**src/rtl/live_monitor_scheduler_pkg.sv**
```systemverilog
// Shared definitions for the heartbeat supervisor: channel state encoding and default timing.
// Latency: n/a (package only).
// Backpressure: n/a (package only).
package live_pkg;

    // Channel state encoding carried on the status port; 2'b11 is never produced and reads as UNKNOWN.
    typedef logic [1:0] live_st_t;

    localparam live_st_t ST_UNKNOWN = 2'b00;
    localparam live_st_t ST_ALIVE   = 2'b01;
    localparam live_st_t ST_DEAD    = 2'b10;

    // Front-end boards toggle their live line every 2^29 clk; silence of twice that means DEAD.
    localparam int LIVE_HALF_PERIOD = 2**29;
    localparam int LIVE_TIMEOUT     = 2 * LIVE_HALF_PERIOD;

endpackage

```
**src/rtl/live_monitor_scheduler_if.sv**
```systemverilog
// Status event bus: one channel-state event per valid/ready handshake.
// Latency: n/a (wires only).
// Backpressure: producer holds evt_ch/evt_state while evt_valid & !evt_ready.
//  master: drives evt_valid, evt_ch, evt_state; samples evt_ready.
//  slave : samples evt_valid, evt_ch, evt_state; drives evt_ready.
interface live_monitor_scheduler_if
    import live_pkg::*;
#(
    parameter int CH_W = 2
);
    logic            evt_valid;
    logic            evt_ready;
    logic [CH_W-1:0] evt_ch;
    live_st_t        evt_state;

    modport master (output evt_valid, output evt_ch, output evt_state, input evt_ready);
    modport slave  (input evt_valid, input evt_ch, input evt_state, output evt_ready);
endinterface

```
**src/rtl/live_monitor_scheduler_channel.sv**
```systemverilog
// One heartbeat line: synchroniser, edge detect, silence counter and UNKNOWN/ALIVE/DEAD FSM.
// Latency: live_in change to state update = 3 clk (2 sync FFs + state register).
// Backpressure: none; trans is a one-cycle strobe, the parent latches it.
//  clk, rst_n : clock, async active-low reset
//  live_in    : raw heartbeat line (asynchronous)
//  enable     : 0 forces UNKNOWN and holds the counter at 0
//  state      : registered channel state (ST_* encoding)
//  trans      : high in the cycle whose clock edge moves state to ALIVE or DEAD
module live_channel_monitor
    import live_pkg::*;
#(
    parameter int CNT_W   = 31,
    parameter int TIMEOUT = LIVE_TIMEOUT
) (
    input  logic     clk,
    input  logic     rst_n,
    input  logic     live_in,
    input  logic     enable,
    output live_st_t state,
    output logic     trans
);

    localparam logic [CNT_W-1:0] TO = CNT_W'(TIMEOUT);

    logic             sync1, sync2, prev;
    logic             edge_det;
    logic [CNT_W-1:0] cnt, cnt_nxt;
    live_st_t         st_nxt;

    // Either polarity of the synchronised line counts as a heartbeat.
    assign edge_det = sync2 ^ prev;

    always_comb begin
        cnt_nxt = cnt;
        st_nxt  = state;
        if (!enable) begin
            cnt_nxt = '0;
            st_nxt  = ST_UNKNOWN;
        end else begin
            if (edge_det)
                cnt_nxt = '0;
            else if (cnt < TO)
                cnt_nxt = cnt + CNT_W'(1);
            // Timeout is judged on the value the counter is about to take, so DEAD lands on
            // the same edge that brings the counter to TIMEOUT; an edge in that cycle wins.
            if (edge_det)
                st_nxt = ST_ALIVE;
            else if (cnt_nxt >= TO)
                st_nxt = ST_DEAD;
        end
    end

    // Disabling is not an event, so no strobe while enable is low.
    assign trans = enable && (st_nxt != state);

    always_ff @(posedge clk or negedge rst_n) begin
        if (!rst_n) begin
            sync1 <= 1'b0;
            sync2 <= 1'b0;
            prev  <= 1'b0;
            cnt   <= '0;
            state <= ST_UNKNOWN;
        end else begin
            sync1 <= live_in;
            sync2 <= sync1;
            prev  <= sync2;
            cnt   <= cnt_nxt;
            state <= st_nxt;
        end
    end

endmodule

```
**src/rtl/live_monitor_scheduler.sv**
```systemverilog
// Supervises NCH heartbeat lines and serialises state-change events round-robin onto one status port.
// Latency: live_in change to mask = 3 clk; to evt_valid = 4 clk when the port is idle.
// Backpressure: evt payload held while evt_valid & !evt_ready; further changes coalesce in pending bits.
//  clk, rst_n            : clock, async active-low reset
//  live_in, ch_enable    : heartbeat lines (async) and per-channel monitor enables
//  alive_mask, dead_mask : per-channel ALIVE / DEAD flags (enabled channels only)
//  all_alive             : every enabled channel ALIVE, and at least one enabled
//  evt                   : status event port (evt_valid/evt_ready/evt_ch/evt_state)
module live_monitor_scheduler
    import live_pkg::*;
#(
    parameter int NCH     = 4,
    parameter int CNT_W   = 31,
    parameter int TIMEOUT = LIVE_TIMEOUT,
    parameter int CH_W    = (NCH > 1) ? $clog2(NCH) : 1
) (
    input  logic                     clk,
    input  logic                     rst_n,
    input  logic [NCH-1:0]           live_in,
    input  logic [NCH-1:0]           ch_enable,
    output logic [NCH-1:0]           alive_mask,
    output logic [NCH-1:0]           dead_mask,
    output logic                     all_alive,
    live_monitor_scheduler_if.master evt
);

    live_st_t        st [NCH];
    logic [NCH-1:0]  trans;
    logic [NCH-1:0]  pending, pend_nxt;
    logic [CH_W-1:0] rr, rr_nxt;
    logic [CH_W-1:0] win, cand;
    logic            found, load;
    int              s;

    logic            evt_valid_q;
    logic [CH_W-1:0] evt_ch_q;
    live_st_t        evt_state_q;

    for (genvar g = 0; g < NCH; g++) begin : g_ch
        live_channel_monitor #(
            .CNT_W   (CNT_W),
            .TIMEOUT (TIMEOUT)
        ) u_mon (
            .clk     (clk),
            .rst_n   (rst_n),
            .live_in (live_in[g]),
            .enable  (ch_enable[g]),
            .state   (st[g]),
            .trans   (trans[g])
        );
    end

    always_comb begin
        alive_mask = '0;
        dead_mask  = '0;
        for (int i = 0; i < NCH; i++) begin
            alive_mask[i] = ch_enable[i] && (st[i] == ST_ALIVE);
            dead_mask[i]  = ch_enable[i] && (st[i] == ST_DEAD);
        end
    end

    // Disabled channels are ignored; with none enabled the AND would be vacuously true, so gate it.
    assign all_alive = (|ch_enable) & (&(alive_mask | ~ch_enable));

    // A new slot opens when the port is empty or its current event is being taken.
    assign load = !evt_valid_q || evt.evt_ready;

    // First pending channel at or after the rr pointer, wrapping at NCH-1.
    always_comb begin
        found = 1'b0;
        win   = '0;
        cand  = '0;
        s     = 0;
        for (int i = 0; i < NCH; i++) begin
            s = int'(rr) + i;
            if (s >= NCH)
                s = s - NCH;
            cand = CH_W'(s);
            if (!found && pending[cand]) begin
                found = 1'b1;
                win   = cand;
            end
        end
    end

    assign rr_nxt = (int'(win) == NCH - 1) ? '0 : win + CH_W'(1);

    // Clear first, then OR in fresh strobes so a transition on the channel being loaded survives.
    always_comb begin
        pend_nxt = pending;
        if (load && found)
            pend_nxt[win] = 1'b0;
        pend_nxt = (pend_nxt | trans) & ch_enable;
    end

    always_ff @(posedge clk or negedge rst_n) begin
        if (!rst_n) begin
            pending     <= '0;
            rr          <= '0;
            evt_valid_q <= 1'b0;
            evt_ch_q    <= '0;
            evt_state_q <= ST_UNKNOWN;
        end else begin
            pending <= pend_nxt;
            if (load) begin
                evt_valid_q <= found;
                if (found) begin
                    evt_ch_q    <= win;
                    evt_state_q <= st[win];
                    rr          <= rr_nxt;
                end
            end
        end
    end

    assign evt.evt_valid = evt_valid_q;
    assign evt.evt_ch    = evt_ch_q;
    assign evt.evt_state = evt_state_q;

endmodule

```
**src/flat_wrapper.sv**
```systemverilog
// flat-port wrapper written by rule: the top's interface ports become plain ports
module live_monitor_scheduler_flat import live_pkg::*;
#(
    parameter int NCH     = 4,
    parameter int CNT_W   = 31,
    parameter int TIMEOUT = LIVE_TIMEOUT,
    parameter int CH_W    = (NCH > 1) ? $clog2(NCH) : 1
)
  (clk, rst_n, live_in, ch_enable, alive_mask, dead_mask, all_alive, evt_evt_valid, evt_evt_ch, evt_evt_state, evt_evt_ready);
  live_monitor_scheduler_if #(.CH_W(CH_W)) evt_i ();
  input  logic clk;
  input  logic rst_n;
  input  logic [NCH-1:0] live_in;
  input  logic [NCH-1:0] ch_enable;
  output logic [NCH-1:0] alive_mask;
  output logic [NCH-1:0] dead_mask;
  output logic all_alive;
  output wire logic [$bits(evt_i.evt_valid)-1:0] evt_evt_valid;
  output wire logic [$bits(evt_i.evt_ch)-1:0] evt_evt_ch;
  output wire logic [$bits(evt_i.evt_state)-1:0] evt_evt_state;
  input wire logic [$bits(evt_i.evt_ready)-1:0] evt_evt_ready;
  assign evt_evt_valid = evt_i.evt_valid;
  assign evt_evt_ch = evt_i.evt_ch;
  assign evt_evt_state = evt_i.evt_state;
  assign evt_i.evt_ready = evt_evt_ready;
  live_monitor_scheduler #(.NCH(NCH), .CNT_W(CNT_W), .TIMEOUT(TIMEOUT), .CH_W(CH_W)) u_core (.clk(clk), .rst_n(rst_n), .live_in(live_in), .ch_enable(ch_enable), .alive_mask(alive_mask), .dead_mask(dead_mask), .all_alive(all_alive), .evt(evt_i));
endmodule
```
**config.mk**
```make
export PLATFORM = sky130hd
export DESIGN_NAME = live_monitor_scheduler_flat
export DESIGN_NICKNAME = d
export VERILOG_FILES = /design/src/rtl/live_monitor_scheduler_pkg.sv /design/src/rtl/live_monitor_scheduler_if.sv /design/src/rtl/live_monitor_scheduler_channel.sv /design/src/rtl/live_monitor_scheduler.sv /design/src/flat_wrapper.sv
export SDC_FILE = /design/constraint.sdc
export NUM_CORES = 1
export LEC_CHECK = 0
export CAP_MARGIN = 0
export CORE_MARGIN = 4
export CORE_UTILIZATION = 35
export DETAILED_ROUTE_END_ITERATION = 10
export GPL_ROUTABILITY_DRIVEN = 0
export GPL_TIMING_DRIVEN = 1
export HOLD_SLACK_MARGIN = 0.08
export MAX_ROUTING_LAYER = met4
export SYNTH_ARGS = -nofsm -noshare
export SYNTH_HDL_FRONTEND = slang
export SYNTH_HIERARCHICAL = 1
export SYNTH_SLANG_ARGS = --single-unit
export TNS_END_PERCENT = 10
```
**constraint.sdc**
```tcl
create_clock -name clk -period 2.8 [get_ports clk]
set_input_delay 0.56 -clock clk [delete_from_list [all_inputs] [get_ports clk]]
set_output_delay 0.56 -clock clk [all_outputs]
set_load 0.02 [all_outputs]
```
==> impl_results.html <==
<table>
<tr><th>Metric</th><th>Value</th></tr>
<tr><th colspan="2">Setup path</th></tr>
<tr><td>Worst Path Class, Setup</td><td>primary input to output pin</td></tr>
<tr><td>CP max stage cell</td><td>sky130_fd_sc_hd__clkdlybuf4s50_1</td></tr>
<tr><td>Flop-to-flop setup slack</td><td>about 530 ps</td></tr>
<tr><td>Buffers &amp; Inverters on Critical Path</td><td>3</td></tr>
<tr><td>Launch instance of the worst register-to-register path</td><td>u_core/g_ch[0].u_mon/cnt[30]$_DFF_PN0_</td></tr>
<tr><td>Setup crit end kind</td><td>output pin</td></tr>
<tr><td>Terminus of the critical flop-to-flop path</td><td>u_core/g_ch[0].u_mon/cnt[21]$_DFF_PN0_</td></tr>
<tr><td>Required time at the endpoint of the critical path</td><td>2240 ps</td></tr>
<tr><td>Crit-path cells</td><td>clkdlybuf4s50_1 &gt; buf_4 &gt; nor3_1 &gt; nor2_1 &gt; o2111a_1 &gt; clkdlybuf4s50_1</td></tr>
<tr><td>Crit start category</td><td>primary input</td></tr>
<tr><td>Worst-path maximum fanout</td><td>9</td></tr>
<tr><td>Stage delay of the slowest cell on the critical path</td><td>between 600 and 700 ps</td></tr>
<tr><td>End point of the critical path</td><td>all_alive</td></tr>
<tr><td>Cell family with most CP delay</td><td>buffers and inverters</td></tr>
<tr><td>Start point of the critical path</td><td>ch_enable[1]</td></tr>
<tr><td>Data arrival time of the worst path</td><td>2160 ps</td></tr>
<tr><td>Reg2reg path depth</td><td>4</td></tr>
<tr><td>Cell mode on critical path</td><td>sky130_fd_sc_hd__clkdlybuf4s50_1</td></tr>
<tr><td>Total stage count of the critical path</td><td>6</td></tr>
<tr><th colspan="2">Floorplanning</th></tr>
<tr><td>Horizontal die dimension</td><td>between 150 and 200 um</td></tr>
<tr><td>Die area</td><td>0.02591 sq mm</td></tr>
<tr><td>Initial Util</td><td>35.84%</td></tr>
<tr><td>Standard-cell rows</td><td>55</td></tr>
<tr><td>Floorplan Core Area</td><td>~0.023 sq mm</td></tr>
<tr><td>Die boundary height</td><td>between 150 and 200 um</td></tr>
<tr><td>Top Ports</td><td>25</td></tr>
<tr><th colspan="2">STA</th></tr>
<tr><td>RSZ-0062 raised after global routing</td><td>no</td></tr>
<tr><td>Final Max Slew Viols</td><td>0</td></tr>
<tr><td>Setup clock skew after layout</td><td>10.21 ps</td></tr>
<tr><td>Setup Viol. Count Final</td><td>0</td></tr>
<tr><td>Final hold violation count</td><td>0</td></tr>
<tr><td>Max Clk Rate</td><td>between 300 and 400 MHz</td></tr>
<tr><td>Minimum clock period after layout</td><td>2722 ps</td></tr>
<tr><td>Actual transition at the worst max-transition pin</td><td>roughly 630 ps</td></tr>
<tr><td>Max-slew headroom at the worst pin</td><td>around 58%</td></tr>
<tr><td>Final worst-path cycle share</td><td>a little under 100%</td></tr>
<tr><td>Worst setup margin</td><td>just under 80 ps</td></tr>
<tr><th colspan="2">Power</th></tr>
<tr><td>Switching portion of total power</td><td>around a quarter</td></tr>
<tr><td>Sequential power share</td><td>around 47%</td></tr>
<tr><td>Combinational power share</td><td>8.7%</td></tr>
<tr><td>Areal power density over the cells</td><td>approximately 540 mW/mm^2</td></tr>
<tr><td>Internal</td><td>3.845 mW</td></tr>
<tr><td>Leakage power summed over all cells</td><td>roughly 3.7 nW</td></tr>
<tr><td>Peak supply drop</td><td>between 300 and 400 uV</td></tr>
<tr><td>Relative contribution of the clock network to total power</td><td>~45%</td></tr>
<tr><td>Net switching power of the design</td><td>about 1.2 mW</td></tr>
<tr><th colspan="2">Cells and area</th></tr>
<tr><td>Number of standard cells in the final layout excluding fillers</td><td>1,218</td></tr>
<tr><td>Fin nets</td><td>roughly 910</td></tr>
<tr><td>Area growth from synthesis to layout</td><td>14.12%</td></tr>
<tr><td>Number of antenna diodes</td><td>0</td></tr>
<tr><td>Fraction of final layout cells sized beyond drive strength 1</td><td>under 10%</td></tr>
<tr><td>Final standard cell utilization of the core</td><td>40.90%</td></tr>
<tr><th colspan="2">Clocking</th></tr>
<tr><td>Sink Count</td><td>155</td></tr>
<tr><td>Number of buffers created by CTS</td><td>17</td></tr>
<tr><td>Clock Root Buffer</td><td>sky130_fd_sc_hd__clkbuf_16</td></tr>
<tr><td>TritonCTS clock tree</td><td>yes</td></tr>
<tr><td>Clock insertion delay at the later pin of the skew report</td><td>420 ps</td></tr>
<tr><td>Register clock-pin slew on the reported worst setup and hold paths</td><td>roughly 60 ps</td></tr>
<tr><td>Deepest level of the CTS H-tree</td><td>4</td></tr>
<tr><td>Post-CTS Hold Buffers</td><td>0</td></tr>
<tr><td>Worst-case clock buffer depth</td><td>2</td></tr>
<tr><th colspan="2">Placement</th></tr>
<tr><td>Cell total after placement</td><td>~1,200</td></tr>
<tr><td>Port bufs</td><td>24</td></tr>
<tr><td>Worst-case setup slack after placement</td><td>around 10 ps</td></tr>
<tr><td>HPWL after detailed placement</td><td>approximately 13 mm</td></tr>
<tr><th colspan="2">Global route</th></tr>
<tr><td>Number of global-route vias before repair</td><td>between 6,000 and 7,000</td></tr>
<tr><td>Maximum number of pins on one net before global-route repair</td><td>56</td></tr>
<tr><td>First-pass GRT wire length</td><td>between 30 and 40 mm</td></tr>
<tr><td>Initial antenna violation count</td><td>0</td></tr>
<tr><td>Aggregate global routing overflow</td><td>0</td></tr>
<tr><td>Tot GR Track Use</td><td>15.14%</td></tr>
<tr><th colspan="2">Job</th></tr>
<tr><td>Max-cap viol count</td><td>0</td></tr>
<tr><th colspan="2">Yosys</th></tr>
<tr><td>FF+latch count, synth</td><td>155</td></tr>
<tr><td>Commonest register cell after synthesis</td><td>sky130_fd_sc_hd__dfrtp_1</td></tr>
<tr><td>Number of nets produced by synthesis</td><td>890</td></tr>
<tr><td>Instance count of the mapped netlist</td><td>871</td></tr>
<tr><td>Cell area after synthesis</td><td>~0.0082 sq mm</td></tr>
<tr><td>Unique cell type count in the Yosys netlist</td><td>45</td></tr>
<tr><td>Ys Warns</td><td>6</td></tr>
<tr><td>Number of enable-type register cells in the synthesized netlist</td><td>0</td></tr>
<tr><td>Synthesized area per cell</td><td>between 9 and 10 sq um</td></tr>
<tr><td>Sequential fraction of the synthesis area</td><td>a little under half</td></tr>
<tr><td>Fraction of registers with async set or reset after synthesis</td><td>100.0%</td></tr>
<tr><th colspan="2">Drt</th></tr>
<tr><td>DRT Pass-1 Iters</td><td>5</td></tr>
<tr><td>Average via count per standard cell</td><td>between 5 and 6</td></tr>
<tr><td>Total DRC errors in the routed layout</td><td>0</td></tr>
<tr><td>Violation count after the first detailed-route iteration</td><td>458</td></tr>
<tr><td>Wirelength, routed</td><td>around 18 mm</td></tr>
<tr><td>Via Count</td><td>roughly 6,600</td></tr>
<tr><td>Routed length per instance</td><td>about 15 um</td></tr>
<tr><td>Number of routed nets with antenna violations</td><td>0</td></tr>
<tr><th colspan="2">Run status</th></tr>
<tr><td>Status</td><td>finished clean</td></tr>
<tr><th colspan="2">Min path</th></tr>
<tr><td>Class of the most critical hold timing path</td><td>primary input to async pin</td></tr>
</table>
flip-flops by register name (all words and copies together) (netlist names):
register	count
u_core/evt.evt_ch	2
u_core/g_ch.u_mon/prev	4
u_core/evt.evt_valid	1
u_core/rr	2
u_core/g_ch.u_mon/cnt	124
u_core/pending	4
u_core/evt.evt_state	2
u_core/g_ch.u_mon/sync2	4
u_core/g_ch.u_mon/state	8
u_core/g_ch.u_mon/sync1	4
cells in the mapped netlist (28+ instances only):
cell type | number | share of area, %
sky130_fd_sc_hd__nand3_1 | 52 | 3.2
sky130_fd_sc_hd__inv_1 | 29 | 1.3
sky130_fd_sc_hd__o21ai_0 | 32 | 2.0
sky130_fd_sc_hd__xor2_1 | 28 | 3.0
sky130_fd_sc_hd__or4_1 | 32 | 2.9
sky130_fd_sc_hd__or3_1 | 36 | 2.8
sky130_fd_sc_hd__nand2_1 | 80 | 3.7
sky130_fd_sc_hd__nor2_1 | 79 | 3.6
sky130_fd_sc_hd__dfrtp_1 | 155 | 47
sky130_fd_sc_hd__a21oi_1 | 73 | 4.5
placed cells by master, fill, tap and decap left out, types with 22 or more instances in the layout:
cell type,count
sky130_fd_sc_hd__o31ai_1,24
sky130_fd_sc_hd__nand3_1,52
sky130_fd_sc_hd__or4_1,32
sky130_fd_sc_hd__xor2_1,28
sky130_fd_sc_hd__inv_1,29
sky130_fd_sc_hd__dfrtp_1,155
sky130_fd_sc_hd__a21oi_1,73
sky130_fd_sc_hd__clkdlybuf4s50_1,22
sky130_fd_sc_hd__xnor2_1,24
sky130_fd_sc_hd__nand2_1,80
sky130_fd_sc_hd__o21ai_0,32
sky130_fd_sc_hd__nor2_1,79
sky130_fd_sc_hd__or3_1,36
sky130_fd_sc_hd__nand4_1,24
cell type report:
| type | count | area, sq um |
|---|---|---|
| fillers | 2278 | 13500 |
| clock buffers | 23 | 478.0 |
| multi-input cells | 654 | 4040 |
| well taps | 313 | 391.6 |
| clock inverters | 8 | 92.59 |
| flip-flops and latches | 155 | 3879 |
| inverters | 29 | 108.9 |
| repair buffers | 36 | 355.3 |
worst min-delay path by stage:
stage	startpoint	to	slack, ps	depth (start not counted)
floorplan	rst_n	u_core/evt.evt_ch[0]$_DFFE_PN0N_	260	0
global placement	u_core/g_ch[1].u_mon/sync1$_DFF_PN0_	u_core/g_ch[1].u_mon/sync2$_DFF_PN0_	340	0
detailed placement	u_core/g_ch[0].u_mon/sync1$_DFF_PN0_	u_core/g_ch[0].u_mon/sync2$_DFF_PN0_	340	0
CTS	rst_n	u_core/g_ch[2].u_mon/cnt[16]$_DFF_PN0_	80	1
global route	rst_n	u_core/g_ch[2].u_mon/cnt[14]$_DFF_PN0_	110	1
finish	rst_n	u_core/g_ch[2].u_mon/cnt[14]$_DFF_PN0_	70	1
cells by family after synthesis:
group	Yosys count	synth area share, %
flops	155	47.36
buf+inv	62	3.300
fa+ha+maj	8	1.222
mux	17	2.078
compound gates	163	12.10
simple gates	414	28.37
xor+xnor	52	5.562
routing by layer:
| layer | track usage (%) | wire (um) | vias to the layer above | part of all wire (%) |
|---|---|---|---|---|
| met3 | 2.489 | 690 | 10 | 3.8 |
| met4 | 4.149 | 155 | 0 | 0.84 |
| met1 | 21.17 | 9294 | 3271 | 51 |
| met2 | 22.93 | 8246 | 98 | 45 |
| li1 | - | - | 3239 | - |
| met5 | - | 0 | - | 0 |
metrics by stage:
stage               setup TNS, ps  instance area (sq um)  total power [mW]  hold WS, ps
global route                    0                   9345             5.296        111.2
floorplan                       0                   8189             2.649        264.4
CTS                             0                   9345             5.160        83.70
finish                          0                   9345             5.080        66.17
global placement           -4.229                   8776             2.862        335.8
detailed placement              0                   8776             2.867        340.9
power by group through the flow:
| stage | clock network (mW) | registers, mW | logic (mW) |
|---|---|---|---|
| 2_1_floorplan | 0 | 2.42 | 0.230 |
| 3_3_place_gp | 0 | 2.42 | 0.444 |
| 3_5_place_dp | 0 | 2.42 | 0.447 |
| 4_1_cts | 2.33 | 2.38 | 0.450 |
| 5_1_grt | 2.42 | 2.39 | 0.495 |
| 6_report | 2.26 | 2.38 | 0.441 |
worst register-to-register path, stage by stage (launching register included):
cell	delay, ps
sky130_fd_sc_hd__dfrtp_1	470
sky130_fd_sc_hd__nand3b_4	210
sky130_fd_sc_hd__or4_1	750
sky130_fd_sc_hd__or4_1	590
sky130_fd_sc_hd__a21oi_1	170
timing repair:
item	CTS	global route
resized for setup	1	0
setup buffers	0	0
setup endpoints to repair	1	0
Power figures use the tool's default switching activity.
